**config.mk**
```make
export PLATFORM = sky130hd
export DESIGN_NAME = uart_rx
export DESIGN_NICKNAME = d
export VERILOG_FILES = /design/src/rtl/uart_pkg.sv /design/src/rtl/sync_fifo.sv /design/src/rtl/uart_rx.sv
export SDC_FILE = /design/constraint.sdc
export NUM_CORES = 1
export LEC_CHECK = 0
export BUFFER_PORTS_ARGS = -buffer_cell sky130_fd_sc_hd__buf_2
export CORE_ASPECT_RATIO = 1.1
export CORE_MARGIN = 2
export CORE_UTILIZATION = 47
export DETAILED_ROUTE_END_ITERATION = 10
export HOLD_SLACK_MARGIN = 0.08
export PLACE_DENSITY_LB_ADDON = 0.05
export SLEW_MARGIN = 0
export SYNTH_ARGS = -nofsm -noshare
export SYNTH_HDL_FRONTEND = slang
export SYNTH_SLANG_ARGS = --single-unit
```
**constraint.sdc**
```tcl
create_clock -name clk -period 7.13 [get_ports clk]
set_input_delay 2.139 -clock clk [delete_from_list [all_inputs] [get_ports clk]]
set_output_delay 2.139 -clock clk [all_outputs]
set_load 0.005 [all_outputs]
```
**src/rtl/uart_pkg.sv**
```systemverilog
// uart_pkg: shared state type and helpers for the UART receive path.
// Imported by uart_rx.
package uart_pkg;

    typedef enum logic [2:0] {
        IDLE,
        START,
        DATA,
        PARITY,
        STOP
    } uart_rx_state_e;

    // Bit period in system clock cycles.
    function automatic int bit_period(input int clk_hz, input int baud);
        return clk_hz / baud;
    endfunction

    // Parity bit a transmitter sends for this data: even (odd=0) or odd.
    function automatic logic calc_parity(input logic [7:0] data, input logic odd);
        return (^data) ^ odd;
    endfunction

endpackage

```
**src/rtl/sync_fifo.sv**
```systemverilog
// sync_fifo: first-word-fall-through FIFO with wrap-bit pointers.
// Push into a full FIFO is accepted only when a pop happens in the same cycle.
module sync_fifo #(
    parameter int Width = 10,
    parameter int Depth = 16
) (
    input  logic                       clk,
    input  logic                       rst,
    input  logic                       push,
    input  logic                       pop,
    input  logic [Width-1:0]           wdata,
    output logic [Width-1:0]           rdata,
    output logic                       full,
    output logic                       empty,
    output logic [$clog2(Depth+1)-1:0] count
);

    localparam int AW = $clog2(Depth);

    logic [Width-1:0] r_mem [Depth];
    logic [AW:0]      r_wptr;
    logic [AW:0]      r_rptr;
    logic             w_push;
    logic             w_pop;

    assign empty  = (r_wptr == r_rptr);
    assign full   = (r_wptr[AW] != r_rptr[AW]) &&
                    (r_wptr[AW-1:0] == r_rptr[AW-1:0]);
    assign w_pop  = pop && !empty;
    assign w_push = push && (!full || w_pop);
    assign count  = r_wptr - r_rptr;
    assign rdata  = empty ? '0 : r_mem[r_rptr[AW-1:0]];

    // Advance write/read pointers on accepted push/pop.
    always_ff @(posedge clk) begin
        if (rst) begin
            r_wptr <= '0;
            r_rptr <= '0;
        end else begin
            if (w_push) r_wptr <= r_wptr + 1'b1;
            if (w_pop)  r_rptr <= r_rptr + 1'b1;
        end
    end

    // Storage write; contents need no reset since empty gates rdata.
    always_ff @(posedge clk) begin
        if (w_push) r_mem[r_wptr[AW-1:0]] <= wdata;
    end

endmodule

```
**src/rtl/uart_rx.sv**
```systemverilog
// uart_rx: oversampling UART receiver with glitch-rejecting start detect,
// optional parity, 1-2 stop bits and an output FIFO with sticky overrun.
module uart_rx
    import uart_pkg::*;
#(
    parameter int ClockFreqHz  = 10000000,
    parameter int BaudRate     = 9600,
    parameter int DataBitsSize = 8,
    parameter int ParityEn     = 0,
    parameter int ParityOdd    = 0,
    parameter int StopBitsSize = 1,
    parameter int FifoDepth    = 16
) (
    input  logic                           clk,
    input  logic                           rst,
    input  logic                           rx_sig,
    output logic [DataBitsSize-1:0]        rx_data,
    output logic                           rx_perr,
    output logic                           rx_ferr,
    output logic                           rx_valid,
    input  logic                           rx_ready,
    output logic [$clog2(FifoDepth+1)-1:0] fifo_count,
    output logic                           overrun,
    input  logic                           clr_overrun
);

    localparam int P  = bit_period(ClockFreqHz, BaudRate);
    localparam int CW = $clog2(P);
    localparam int DW = DataBitsSize;
    localparam int EW = DW + 2;

    localparam logic [CW-1:0] CntLast  = CW'(P - 1);
    localparam logic [CW-1:0] CntHalf  = CW'(P / 2 - 1);
    localparam logic [2:0]    IdxLast  = 3'(DW - 1);
    localparam logic [2:0]    StopLast = 3'(StopBitsSize - 1);

    logic           r_sync1;
    logic           r_rxs;
    uart_rx_state_e r_state;
    logic [CW-1:0]  r_cnt;
    logic [2:0]     r_idx;
    logic [DW-1:0]  r_shift;
    logic           r_perr;
    logic           r_ferr;
    logic           r_overrun;

    logic           w_tick;
    logic           w_done;
    logic           w_ferr;
    logic           w_perr;
    logic           w_pop;
    logic           w_full;
    logic           w_empty;
    logic [EW-1:0]  w_wdata;
    logic [EW-1:0]  w_rdata;

    assign w_tick  = (r_cnt == CntLast);
    assign w_done  = (r_state == STOP) && w_tick && (r_idx == StopLast);
    assign w_ferr  = r_ferr | ~r_rxs;
    assign w_perr  = r_rxs != calc_parity(8'(r_shift), 1'(ParityOdd));
    assign w_wdata = {w_ferr, r_perr, r_shift};
    assign w_pop   = ~w_empty & rx_ready;

    // Two-flop synchronizer; idles high so reset does not look like a start.
    always_ff @(posedge clk) begin
        if (rst) begin
            r_sync1 <= 1'b1;
            r_rxs   <= 1'b1;
        end else begin
            r_sync1 <= rx_sig;
            r_rxs   <= r_sync1;
        end
    end

    // Frame FSM: half-bit start check, then one mid-bit sample every P cycles.
    always_ff @(posedge clk) begin
        if (rst) begin
            r_state <= IDLE;
            r_cnt   <= '0;
            r_idx   <= '0;
            r_shift <= '0;
            r_perr  <= 1'b0;
            r_ferr  <= 1'b0;
        end else begin
            r_cnt <= r_cnt + CW'(1);
            unique case (r_state)
                IDLE: begin
                    r_cnt <= '0;
                    if (!r_rxs) r_state <= START;
                end
                START: begin
                    if (r_cnt == CntHalf) begin
                        r_cnt <= '0;
                        if (r_rxs) begin
                            r_state <= IDLE;
                        end else begin
                            r_idx   <= '0;
                            r_perr  <= 1'b0;
                            r_ferr  <= 1'b0;
                            r_state <= DATA;
                        end
                    end
                end
                DATA: begin
                    if (w_tick) begin
                        r_cnt          <= '0;
                        r_shift[r_idx] <= r_rxs;
                        if (r_idx == IdxLast) begin
                            r_idx   <= '0;
                            r_state <= (ParityEn != 0) ? PARITY : STOP;
                        end else begin
                            r_idx <= r_idx + 3'd1;
                        end
                    end
                end
                PARITY: begin
                    if (w_tick) begin
                        r_cnt   <= '0;
                        r_perr  <= w_perr;
                        r_state <= STOP;
                    end
                end
                STOP: begin
                    if (w_tick) begin
                        r_cnt  <= '0;
                        r_ferr <= w_ferr;
                        if (r_idx == StopLast) begin
                            r_idx   <= '0;
                            r_state <= IDLE;
                        end else begin
                            r_idx <= r_idx + 3'd1;
                        end
                    end
                end
                default: r_state <= IDLE;
            endcase
        end
    end

    // Sticky overrun: a finished frame found the FIFO full with no pop.
    always_ff @(posedge clk) begin
        if (rst) begin
            r_overrun <= 1'b0;
        end else if (w_done && w_full && !w_pop) begin
            r_overrun <= 1'b1;
        end else if (clr_overrun) begin
            r_overrun <= 1'b0;
        end
    end

    sync_fifo #(
        .Width (EW),
        .Depth (FifoDepth)
    ) u_fifo (
        .clk   (clk),
        .rst   (rst),
        .push  (w_done),
        .pop   (w_pop),
        .wdata (w_wdata),
        .rdata (w_rdata),
        .full  (w_full),
        .empty (w_empty),
        .count (fifo_count)
    );

    assign rx_data  = w_rdata[DW-1:0];
    assign rx_perr  = w_rdata[DW];
    assign rx_ferr  = w_rdata[DW+1];
    assign rx_valid = ~w_empty;
    assign overrun  = r_overrun;

endmodule

```
==> results of run 1 <==
[synthesized netlist by cell type, drive strengths merged (3+ instances only)]
cell,n,area share (%)
edfxtp,160,56
mux4,50,13
dfxtp,44,10
nor2,43,1.9
xnor2,19,1.9
and3,17,1.3
inv,17,0.75
clkbuf,16,0.73
ha,14,2.0
nand2,14,0.61
nand3,14,0.82
a21oi,12,0.70
and2,11,0.81
buf,11,0.78
mux2i,10,1.2
nor4,9,0.83
nor2b,7,0.51
xor2,6,0.61
nand2b,5,0.37
o21ai,5,0.29
nor4b,4,0.56
a2111oi,3,0.31
a21o,3,0.26
nand4,3,0.22
or2,3,0.22
or4,3,0.31
[flip-flops by register name, summed over array words and instances, names as in the netlist, named ones only]
name / cells
overrun: 1
r_cnt: 11
r_ferr: 1
r_idx: 3
r_perr: 1
r_rxs: 1
r_shift: 8
r_state: 3
r_sync1: 1
u_fifo.r_mem: 160
u_fifo.r_rptr: 5
u_fifo.r_wptr: 5
[through the flow]
| stage | area (um2) | worst slack [ps] | instances | hold slack (ps) | util (%) |
|---|---|---|---|---|---|
| after floorplan | 8550 | 2850 | 523 | 389 | - |
| after global placement | 8830 | 2300 | 756 | 399 | 49.8 |
| after detailed placement | 8830 | 2280 | 756 | 407 | 49.8 |
| after CTS | 9540 | 1760 | 793 | 425 | 53.8 |
| after global routing | 9540 | 1650 | 793 | 453 | 53.8 |
| final | 9540 | 1860 | 793 | 415 | 53.8 |
[routing by layer]
metal / global-route usage [%] / vias up / wire length [um] / part of all wire (%)
li1: - / 2054 / - / -
met1: 27.1 / 2277 / 7940 / 45
met2: 30.5 / 115 / 8590 / 49
met3: 2.19 / 15 / 787 / 4.5
met4: 4.62 / 0 / 268 / 1.5
met5: 0 / - / 0 / 0
[final timing paths]
check | depth (start not counted) | end
worst max register to register | 4 | u_fifo.r_mem[15][0]
worst min register to register | 1 | r_rxs
worst min-delay path | 1 | r_rxs
worst max-delay path | 5 | rx_data[2]
[cells in the final DEF, fill, tap and decap left out, types with 3 or more instances in the layout]
cell type  netlist  final
a2111oi_0        3      3
a21o_1           3      3
a21oi_1         12     12
and2_1          11     11
and3_1          11     11
and3_2           6      6
buf_2            2     21
clkbuf_1        14      3
clkbuf_16        0     22
clkbuf_8         0      4
clkinv_2         0      5
dfxtp_1         44     42
edfxtp_1       160    160
ha_1            14     14
inv_1           17     17
mux2i_1         10     10
mux4_2          50     50
nand2_1         14     14
nand2b_1         5      5
nand3_1         14     14
nand4_1          3      3
nor2_1          43     43
nor2b_1          7      7
nor4_1           8      8
o21ai_0          5      5
or2_2            3      3
xnor2_1         19     19
xor2_1           6      6
[power groups by stage]
| stage | combinational [mW] | clock (mW) | sequential (mW) |
|---|---|---|---|
| CTS | 0.0101 | 1.12 | 1.27 |
| global route | 0.0112 | 1.17 | 1.27 |
| global placement | 0.00975 | 0 | 1.29 |
| floorplan | 0.00945 | 0 | 1.29 |
| detailed placement | 0.0101 | 0 | 1.30 |
| finish | 0.00996 | 1.10 | 1.27 |
[cell families after synthesis]
logic type | synth area share [%]
buf+inv | 2.25
xor+xnor | 2.82
compound gates | 2.31
simple gates | 9.47
fa+ha+maj | 2.28
flops | 66.5
mux | 14.3
[worst register-to-register path, stage by stage (launching register included)]
cell and delay (ps):
dfxtp_1 340, or4_4 570, or4_1 770, nor4_4 780, and3_1 780
[final cells by class]
class	instances	area [um2]
repair buffers	22	113
flip-flops and latches	204	5690
well taps	238	298
clock buffers	29	617
fillers	1482	8200
inverters	17	63.8
multi-input cells	275	2670
clock inverters	8	88.8
==> flow_summary_export.csv, run 1 <==
group,metric,value,unit
status,status,"finished, final reports clean",
critical_path,r2r-start,"r_cnt[6]",
clock_tree,tritoncts,"done",
detailed_routing,ant_nets,0,
placement,gp_congestion,0.811,
grt,grt.overflow.total,0,
sta,setup_violations,0,
power,p_comb_share,0.4,%
grt,antenna_found_initial,0,
floorplanning,dieHeight,145,um
power,p_seq_share,53.3,%
synth,avgSynthCellArea,16.3,um2
power,power_switching,0.435,mW
placement,place_hpwl,11.2,mm
synth,synth_edf_count,160,
cells_and_area,nNetsFinal,561,
detailed_routing,vias,4461,
power,clock_power_share,46.2,%
detailed_routing,avgRoutedWirePerCell,22.2,um
clock_tree,cts_resized,0,
grt,grt_max_degree,41,
critical_path,crit_chain,"buf_4, mux4_2, mux4_2, and2_1, buf_2",
power,max-vdd-ir-drop,0.000170,V
floorplanning,coreArea,0.0177,mm2
synth,yosysUniqueCellTypes,50,
sta,fmax,190,MHz
synth,syn_area,0.00855,mm2
sta,grt_setup_unrepaired,"no",
clock_tree,htreeDepth,1,
min_path,hp-class,"flop to flop",
clock_tree,cts_sinks,204,
cells_and_area,drive_above_1_share,22.2,%
detailed_routing,drc,0,
critical_path,cp.arrival,3130,ps
critical_path,end_kind,"output port",
critical_path,crit_family,"multiplexers",
power,p_leak,3.13,nW
sta,hold_viol,0,
min_path,hold_path.startpoint,"r_sync1",
sta,slew_viol_final,0,
floorplanning,io_pins,22,
synth,async_flop_share,0,%
detailed_routing,dr.pass1.iters,4,
power,switching_share,18.3,%
placement,io_buffers,21,
grt,track_usage,18.7,%
grt,grt_pass1_wl,27.0,mm
critical_path,slowest_delay,690,ps
floorplanning,die_width,133,um
sta,finalSetupTns,0,ps
sta,skew,12.3,ps
sta,worst_slew_pin_slew,1270,ps
synth,seq_area_frac_synth,66.5,%
clock_tree,cts_hold_buf,0,
power,p_total,2.38,mW
critical_path,critPathMaxFanout,26,
critical_path,worstSetupStartpointType,"flop",
cells_and_area,antenna_cells,0,
power,powerDensity,250,mW/mm2
clock_tree,cts_max_path_buffers,3,
critical_path,critical_path.most_common_cell,"mux4_2",
synth,syn_nets,543,
sta,period_minus_slack,5270,ps
floorplanning,die_area,0.0193,mm2
clock_tree,cts_buffers,21,
critical_path,cpMaxStageDelayCell,"dfxtp_2",
detailed_routing,drt_iter0_drc,343,
synth,synth_cells,523,
synth,ys_ff_latch,204,
clock_tree,cts_setup_buffers,0,
critical_path,required,4990,ps
clock_tree,clkTransAtPathRegs,60,ps
critical_path,critical_path_buf_inv_count,2,
sta,slew_headroom,14.2,%
cells_and_area,area.growth.synth_to_final,11.6,%
power,p_int,1.94,mW
synth,yosysWarnings,0,
clock_tree,root_buffer,"clkbuf_16",
detailed_routing,vias_per_cell,5.63,
floorplanning,start_util,48.2,%
sta,fin_crit_sh,73.9,%
clock_tree,clock_latency,480,ps
critical_path,r2r_slack,3510,ps
grt,grt_pass1_vias,4469,
job,drv_cap,0,
critical_path,path_class,"flop to output port",
synth,synth_ff_type,"edfxtp_1",
detailed_routing,routed_wl,17.6,mm
floorplanning,fp-row-count,51,
No activity file was read; power rests on OpenSTA's default activity.
==> inputs of run 2 (changes only) <==
==> constraint.sdc (replaced) <==
create_clock -name clk -period 4.4 [get_ports clk]
set_input_delay 1.32 -clock clk [delete_from_list [all_inputs] [get_ports clk]]
set_output_delay 1.32 -clock clk [all_outputs]
set_load 0.005 [all_outputs]
==> run 2 against run 1 <==
Against the previous run:
- die area is the same
- register-to-register slack got worse by 2500 ps
- sequential power rose by 62%
- final cell count grew 1.3%
- sequential cell count stayed put
- clock power increased by 75%
==> flow_summary_export.csv, run 2 (same netlist as run 1, synthesis figures left out) <==
group,metric,value,unit
critical_path,critical_path_buf_inv_count,2,
clock_tree,cts_max_path_buffers,3,
power,p_total,4.01,mW
floorplanning,io_pins,22,
placement,place_inst,766,
floorplanning,die_width,133,um
sta,fin_crit_sh,88.3,%
power,power_switching,0.725,mW
floorplanning,start_util,48.2,%
critical_path,worstSetupStartpointType,"flop",
clock_tree,cts_buffers,21,
status,status,"finished, final reports clean",
placement,gp_congestion,0.786,
floorplanning,coreArea,0.0177,mm2
power,switching_share,18.1,%
critical_path,critPathMaxFanout,20,
clock_tree,cts_resized,0,
grt,grt_pass1_vias,4646,
detailed_routing,drc,0,
floorplanning,dieHeight,145,um
power,p_comb_share,0.4,%
detailed_routing,drt_iter0_drc,357,
clock_tree,root_buffer,"clkbuf_16",
critical_path,slowest_delay,580,ps
grt,antenna_found_initial,0,
clock_tree,cts_hold_buf,0,
cells_and_area,drive_above_1_share,23.9,%
floorplanning,fp-row-count,51,
sta,hold_viol,0,
clock_tree,cts_sinks,204,
cells_and_area,nNetsFinal,571,
power,p_seq_share,51.3,%
power,max-vdd-ir-drop,0.000309,V
detailed_routing,ant_nets,0,
sta,worst_slew_pin_slew,848,ps
power,p_leak,3.20,nW
cells_and_area,final_common_cell,"edfxtp_1",
detailed_routing,avgRoutedWirePerCell,21.9,um
critical_path,end_kind,"output port",
clock_tree,cts_setup_buffers,0,
sta,slew_headroom,43.3,%
detailed_routing,routed_wl,17.6,mm
detailed_routing,route.met2.wl,8.77,mm
detailed_routing,vias,4531,
clock_tree,clkTransAtPathRegs,60,ps
cells_and_area,mostFrequentLayoutCells,"edfxtp_1, mux4_2, nor2_1",
detailed_routing,dr_wl_met3,727,um
cells_and_area,fillers,1456,
sta,finalSetupTns,0,ps
grt,track_usage,18.6,%
cells_and_area,antenna_cells,0,
critical_path,critical_path.most_common_cell,"mux4_2",
detailed_routing,dr.max_layer_used,"met4",
grt,grt_max_degree,41,
job,drv_cap,0,
placement,io_buffers,21,
critical_path,crit_chain,"buf_4, mux4_2, mux4_2, and2_1, buf_2",
power,clock_power_share,48.3,%
grt,grt.overflow.total,0,
sta,grt_setup_unrepaired,"no",
cells_and_area,register_area,0.00569,mm2
sta,fmax,257,MHz
cells_and_area,area.growth.synth_to_final,13.3,%
clock_tree,tritoncts,"done",
power,powerDensity,414,mW/mm2
clock_tree,clock_latency,480,ps
critical_path,path_class,"flop to output port",
floorplanning,die_area,0.0193,mm2
sta,setup_violations,0,
detailed_routing,vias_per_cell,5.64,
min_path,hp-class,"flop to flop",
sta,period_minus_slack,3880,ps
grt,grt_pass1_wl,27.3,mm
cells_and_area,final_cells,803,
critical_path,required,3080,ps
clock_tree,htreeDepth,1,
sta,skew,13.3,ps
cells_and_area,largest_reg_flops,160,
detailed_routing,wl_met1,7.87,mm
critical_path,crit_family,"multiplexers",
critical_path,cpMaxStageDelayCell,"mux4_2",
sta,slew_viol_final,0,
cells_and_area,multi_input_comb_area,0.00267,mm2
detailed_routing,dr.pass1.iters,5,
power,p_int,3.28,mW
critical_path,cp.arrival,2560,ps
placement,place_hpwl,10.8,mm
[run 2: metrics by stage]
stage / setup slack (ps) / hold WS, ps / util [%] / cell area, um2
floorplan: 943 / 389 / - / 8550
global placement: 1000 / 400 / 50.3 / 8920
detailed placement: 993 / 418 / 50.3 / 8920
CTS: 476 / 432 / 54.6 / 9690
global route: 387 / 440 / 54.6 / 9690
finish: 516 / 426 / 54.6 / 9690
[run 2: area by class of cell]
class / instances / area share, %
Clock inverter: 11 / 1.98
Sequential cell: 204 / 58.7
Clock buffer: 26 / 5.93
Inverter: 17 / 0.659
Timing Repair Buffer: 32 / 2.07
Tap cell: 238 / 3.07
Multi-Input combinational cell: 275 / 27.6
[run 2: worst paths after layout]
kind	cells after the start	start	end	slack, ps
worst max-delay path	5	flop	rx_data[4]	520
worst min-delay path	1	r_sync1	r_rxs	430
worst max register to register	5	r_cnt[7]	u_fifo.r_mem[14][0]	980
worst min register to register	1	r_sync1	r_rxs	430
[run 2: power by group through the flow]
stage	registers (mW)	logic, mW	clock network, mW
6_report	2.06	0.0164	1.93
5_1_grt	2.06	0.0188	2.05
4_1_cts	2.06	0.0169	1.98
3_5_place_dp	2.10	0.0168	0
3_3_place_gp	2.10	0.0162	0
2_1_floorplan	2.09	0.0153	0
[run 2: worst reg2reg max path, stage by stage, from the launching register on]
cell,delay [ps]
dfxtp_1,350
or4_4,570
or4_1,480
buf_4,210
nor4_4,670
and3_1,760
[run 2: per-layer routing]
metal,GRT usage [%],vias to the layer above
met3,2.54,21
met1,26.0,2332
met2,31.4,99
li1,-,2079
met5,0,-
met4,4.41,0
==> inputs of run 3 (changes only) <==
--- a/config.mk
+++ b/config.mk
@@ -5,6 +5,7 @@
 export SDC_FILE = /design/constraint.sdc
 export NUM_CORES = 1
 export LEC_CHECK = 0
+export ABC_AREA = 1
 export BUFFER_PORTS_ARGS = -buffer_cell sky130_fd_sc_hd__buf_2
 export CORE_ASPECT_RATIO = 1.1
 export CORE_MARGIN = 2
@@ -12,6 +13,7 @@
 export DETAILED_ROUTE_END_ITERATION = 10
 export HOLD_SLACK_MARGIN = 0.08
 export PLACE_DENSITY_LB_ADDON = 0.05
+export SKIP_LAST_GASP = 1
 export SLEW_MARGIN = 0
 export SYNTH_ARGS = -nofsm -noshare
 export SYNTH_HDL_FRONTEND = slang
==> run 3 against run 2 <==
Against the previous run:
- worst hold slack got worse by 20 ps
- final cell count increased by 47%
- synthesized cell count increased by 71%
- area after synthesis increased by 6.0%
- sequential cell count unchanged
- clock-buffer cell count increased by 6
- clock power about the same
==> flow_summary_export.csv, run 3 <==
group,metric,value,unit
synth,synth.most_common_cell,"nand2_1",
clock_tree,cts_setup_buffers,0,
synth,async_flop_share,0,%
grt,grt.overflow.total,0,
sta,fmax,263,MHz
synth,synth_fa_ha_area_share,2.15,%
clock_tree,clock_latency,500,ps
placement,gp_congestion,0.859,
power,powerDensity,475,mW/mm2
critical_path,path_class,"flop to output port",
grt,grt_max_degree,81,
cells_and_area,fillers,1713,
job,drv_cap,0,
grt,grt_pass1_vias,6190,
synth,yosysWarnings,0,
synth,ys_ff_latch,204,
cells_and_area,antenna_cells,0,
power,p_int,3.55,mW
cells_and_area,utilization,53.8,%
detailed_routing,vias_per_cell,5.36,
synth,synth_edf_count,160,
synth,synth_ff_type,"edfxtp_1",
cells_and_area,drive_above_1_share,12.3,%
power,p_comb_share,16.0,%
placement,place_hpwl,14.0,mm
critical_path,critPathMaxFanout,10,
synth,yosys-mux-area-fraction,0,%
synth,avgSynthCellArea,10.1,um2
synth,seq_area_frac_synth,62.7,%
floorplanning,start_util,47.6,%
min_path,hp-class,"flop to flop",
sta,worst_slew_pin_slew,1000,ps
cells_and_area,final_common_cell,"nand2_1",
grt,grt_pass1_wl,33.8,mm
power,p_leak,3.90,nW
cells_and_area,largest_reg_flops,160,
clock_tree,cts_sinks,204,
sta,skew,6.89,ps
clock_tree,cts_hold_buf,0,
critical_path,worstSetupStartpointType,"flop",
clock_tree,cts_resized,0,
critical_path,crit_chain,"ha_1, nand4_1, inv_1, nand2_1, clkinv_1, a21oi_1, buf_2",
clock_tree,htreeDepth,1,
grt,antenna_found_initial,0,
status,status,"finished, final reports clean",
cells_and_area,fin_area,0.0102,mm2
clock_tree,cts_buffers,22,
sta,slew_viol_final,0,
synth,yosys.area.top_type,"edfxtp_1",
critical_path,cpMaxStageDelayCell,"dfxtp_1",
synth,synth-simple-area-share,20.2,%
detailed_routing,routed_wl,21.5,mm
floorplanning,die_area,0.0204,mm2
floorplanning,dieHeight,150,um
synth,synthXorXnorAreaFrac,1.16,%
floorplanning,die_width,136,um
sta,grt_setup_unrepaired,"no",
synth,synth.area.top_cells,"edfxtp_1, dfxtp_1, nand2_1",
synth,netlist.area_leader.share,53.0,%
sta,setup_violations,0,
detailed_routing,dr.pass1.iters,7,
sta,hold_viol,0,
clock_tree,cts_max_path_buffers,3,
synth,syn_area,0.00906,mm2
grt,track_usage,21.8,%
critical_path,slowest_delay,470,ps
detailed_routing,drt_iter0_drc,367,
sta,fin_crit_sh,86.3,%
critical_path,critical_path_buf_inv_count,3,
floorplanning,io_pins,22,
critical_path,crit_family,"buffers and inverters",
sta,finalSetupTns,0,ps
floorplanning,fp-row-count,53,
synth,synth_top_family_by_area,"simple AND/OR/NAND/NOR gates",
detailed_routing,vias,6332,
synth,syn_nets,913,
critical_path,cp.arrival,2480,ps
detailed_routing,drc,0,
power,switching_share,26.9,%
power,clock_power_share,39.8,%
power,p_seq_share,44.2,%
synth,synthTopCellsByCount,"nand2_1, edfxtp_1, nor2_1, nand3_1, o21ai_0",
placement,dpl_cell_area,0.00945,mm2
detailed_routing,avgRoutedWirePerCell,18.2,um
sta,slew_headroom,33.1,%
sta,period_minus_slack,3800,ps
floorplanning,coreArea,0.0190,mm2
synth,synth_compound_area_share,9.02,%
placement,io_buffers,21,
synth,synth_cells,893,
detailed_routing,ant_nets,0,
critical_path,required,3080,ps
power,power_switching,1.31,mW
cells_and_area,area.growth.synth_to_final,12.9,%
critical_path,end_kind,"output port",
synth,yosysUniqueCellTypes,38,
clock_tree,clkTransAtPathRegs,60,ps
cells_and_area,nNetsFinal,938,
cells_and_area,mostFrequentLayoutCells,"nand2_1, edfxtp_1, nor2_1",
clock_tree,root_buffer,"clkbuf_16",
clock_tree,tritoncts,"done",
power,max-vdd-ir-drop,0.000351,V
-- run 3: per-stage QoR --
| step | hold WS (ps) | power (mW) | std cells | setup slack, ps |
|---|---|---|---|---|
| floorplan | 389 | 2.77 | 893 | 1670 |
| global placement | 394 | 2.95 | 1141 | 1200 |
| detailed placement | 394 | 2.97 | 1141 | 1180 |
| CTS | 408 | 4.91 | 1181 | 635 |
| global route | 413 | 5.08 | 1181 | 378 |
| finish | 406 | 4.86 | 1181 | 602 |
-- run 3: per-layer routing --
metal	up-vias	wire length [um]	global-route usage (%)
li1	3123	-	-
met1	3045	9210	27.4
met2	129	10900	38.6
met3	35	952	3.76
met4	0	442	5.89
met5	-	0	0
-- run 3: cells by family after synthesis --
kind of cell | after synthesis
buf+inv | 102
fa+ha+maj | 15
flops | 204
simple gates | 413
xor+xnor | 12
compound gates | 147
-- run 3: worst paths after layout --
path	start	end	slack, ps	cells past startpoint
max	u_fifo.r_wptr[2]	rx_data[2]	600	7
min	r_sync1	r_rxs	410	1
max reg2reg	u_fifo.r_wptr[2]	u_fifo.r_mem[9][9]	1670	8
min reg2reg	r_sync1	r_rxs	410	1
-- run 3: area by class of cell --
type	instances	area (um2)	share of cell area [%]
flip-flops and latches	204	5690	55.6
multi-input cells	587	2950	28.8
clock buffers	32	659	6.44
well taps	247	309	3.02
repair buffers	39	265	2.59
inverters	64	241	2.36
clock inverters	8	120	1.17
-- run 3: power by group through the flow --
stage	Clock, mW	Combinational (mW)	Sequential, mW
after floorplan	0	0.605	2.17
after global placement	0	0.771	2.18
after detailed placement	0	0.779	2.19
after CTS	1.98	0.788	2.15
after global routing	2.05	0.885	2.15
final	1.93	0.779	2.15
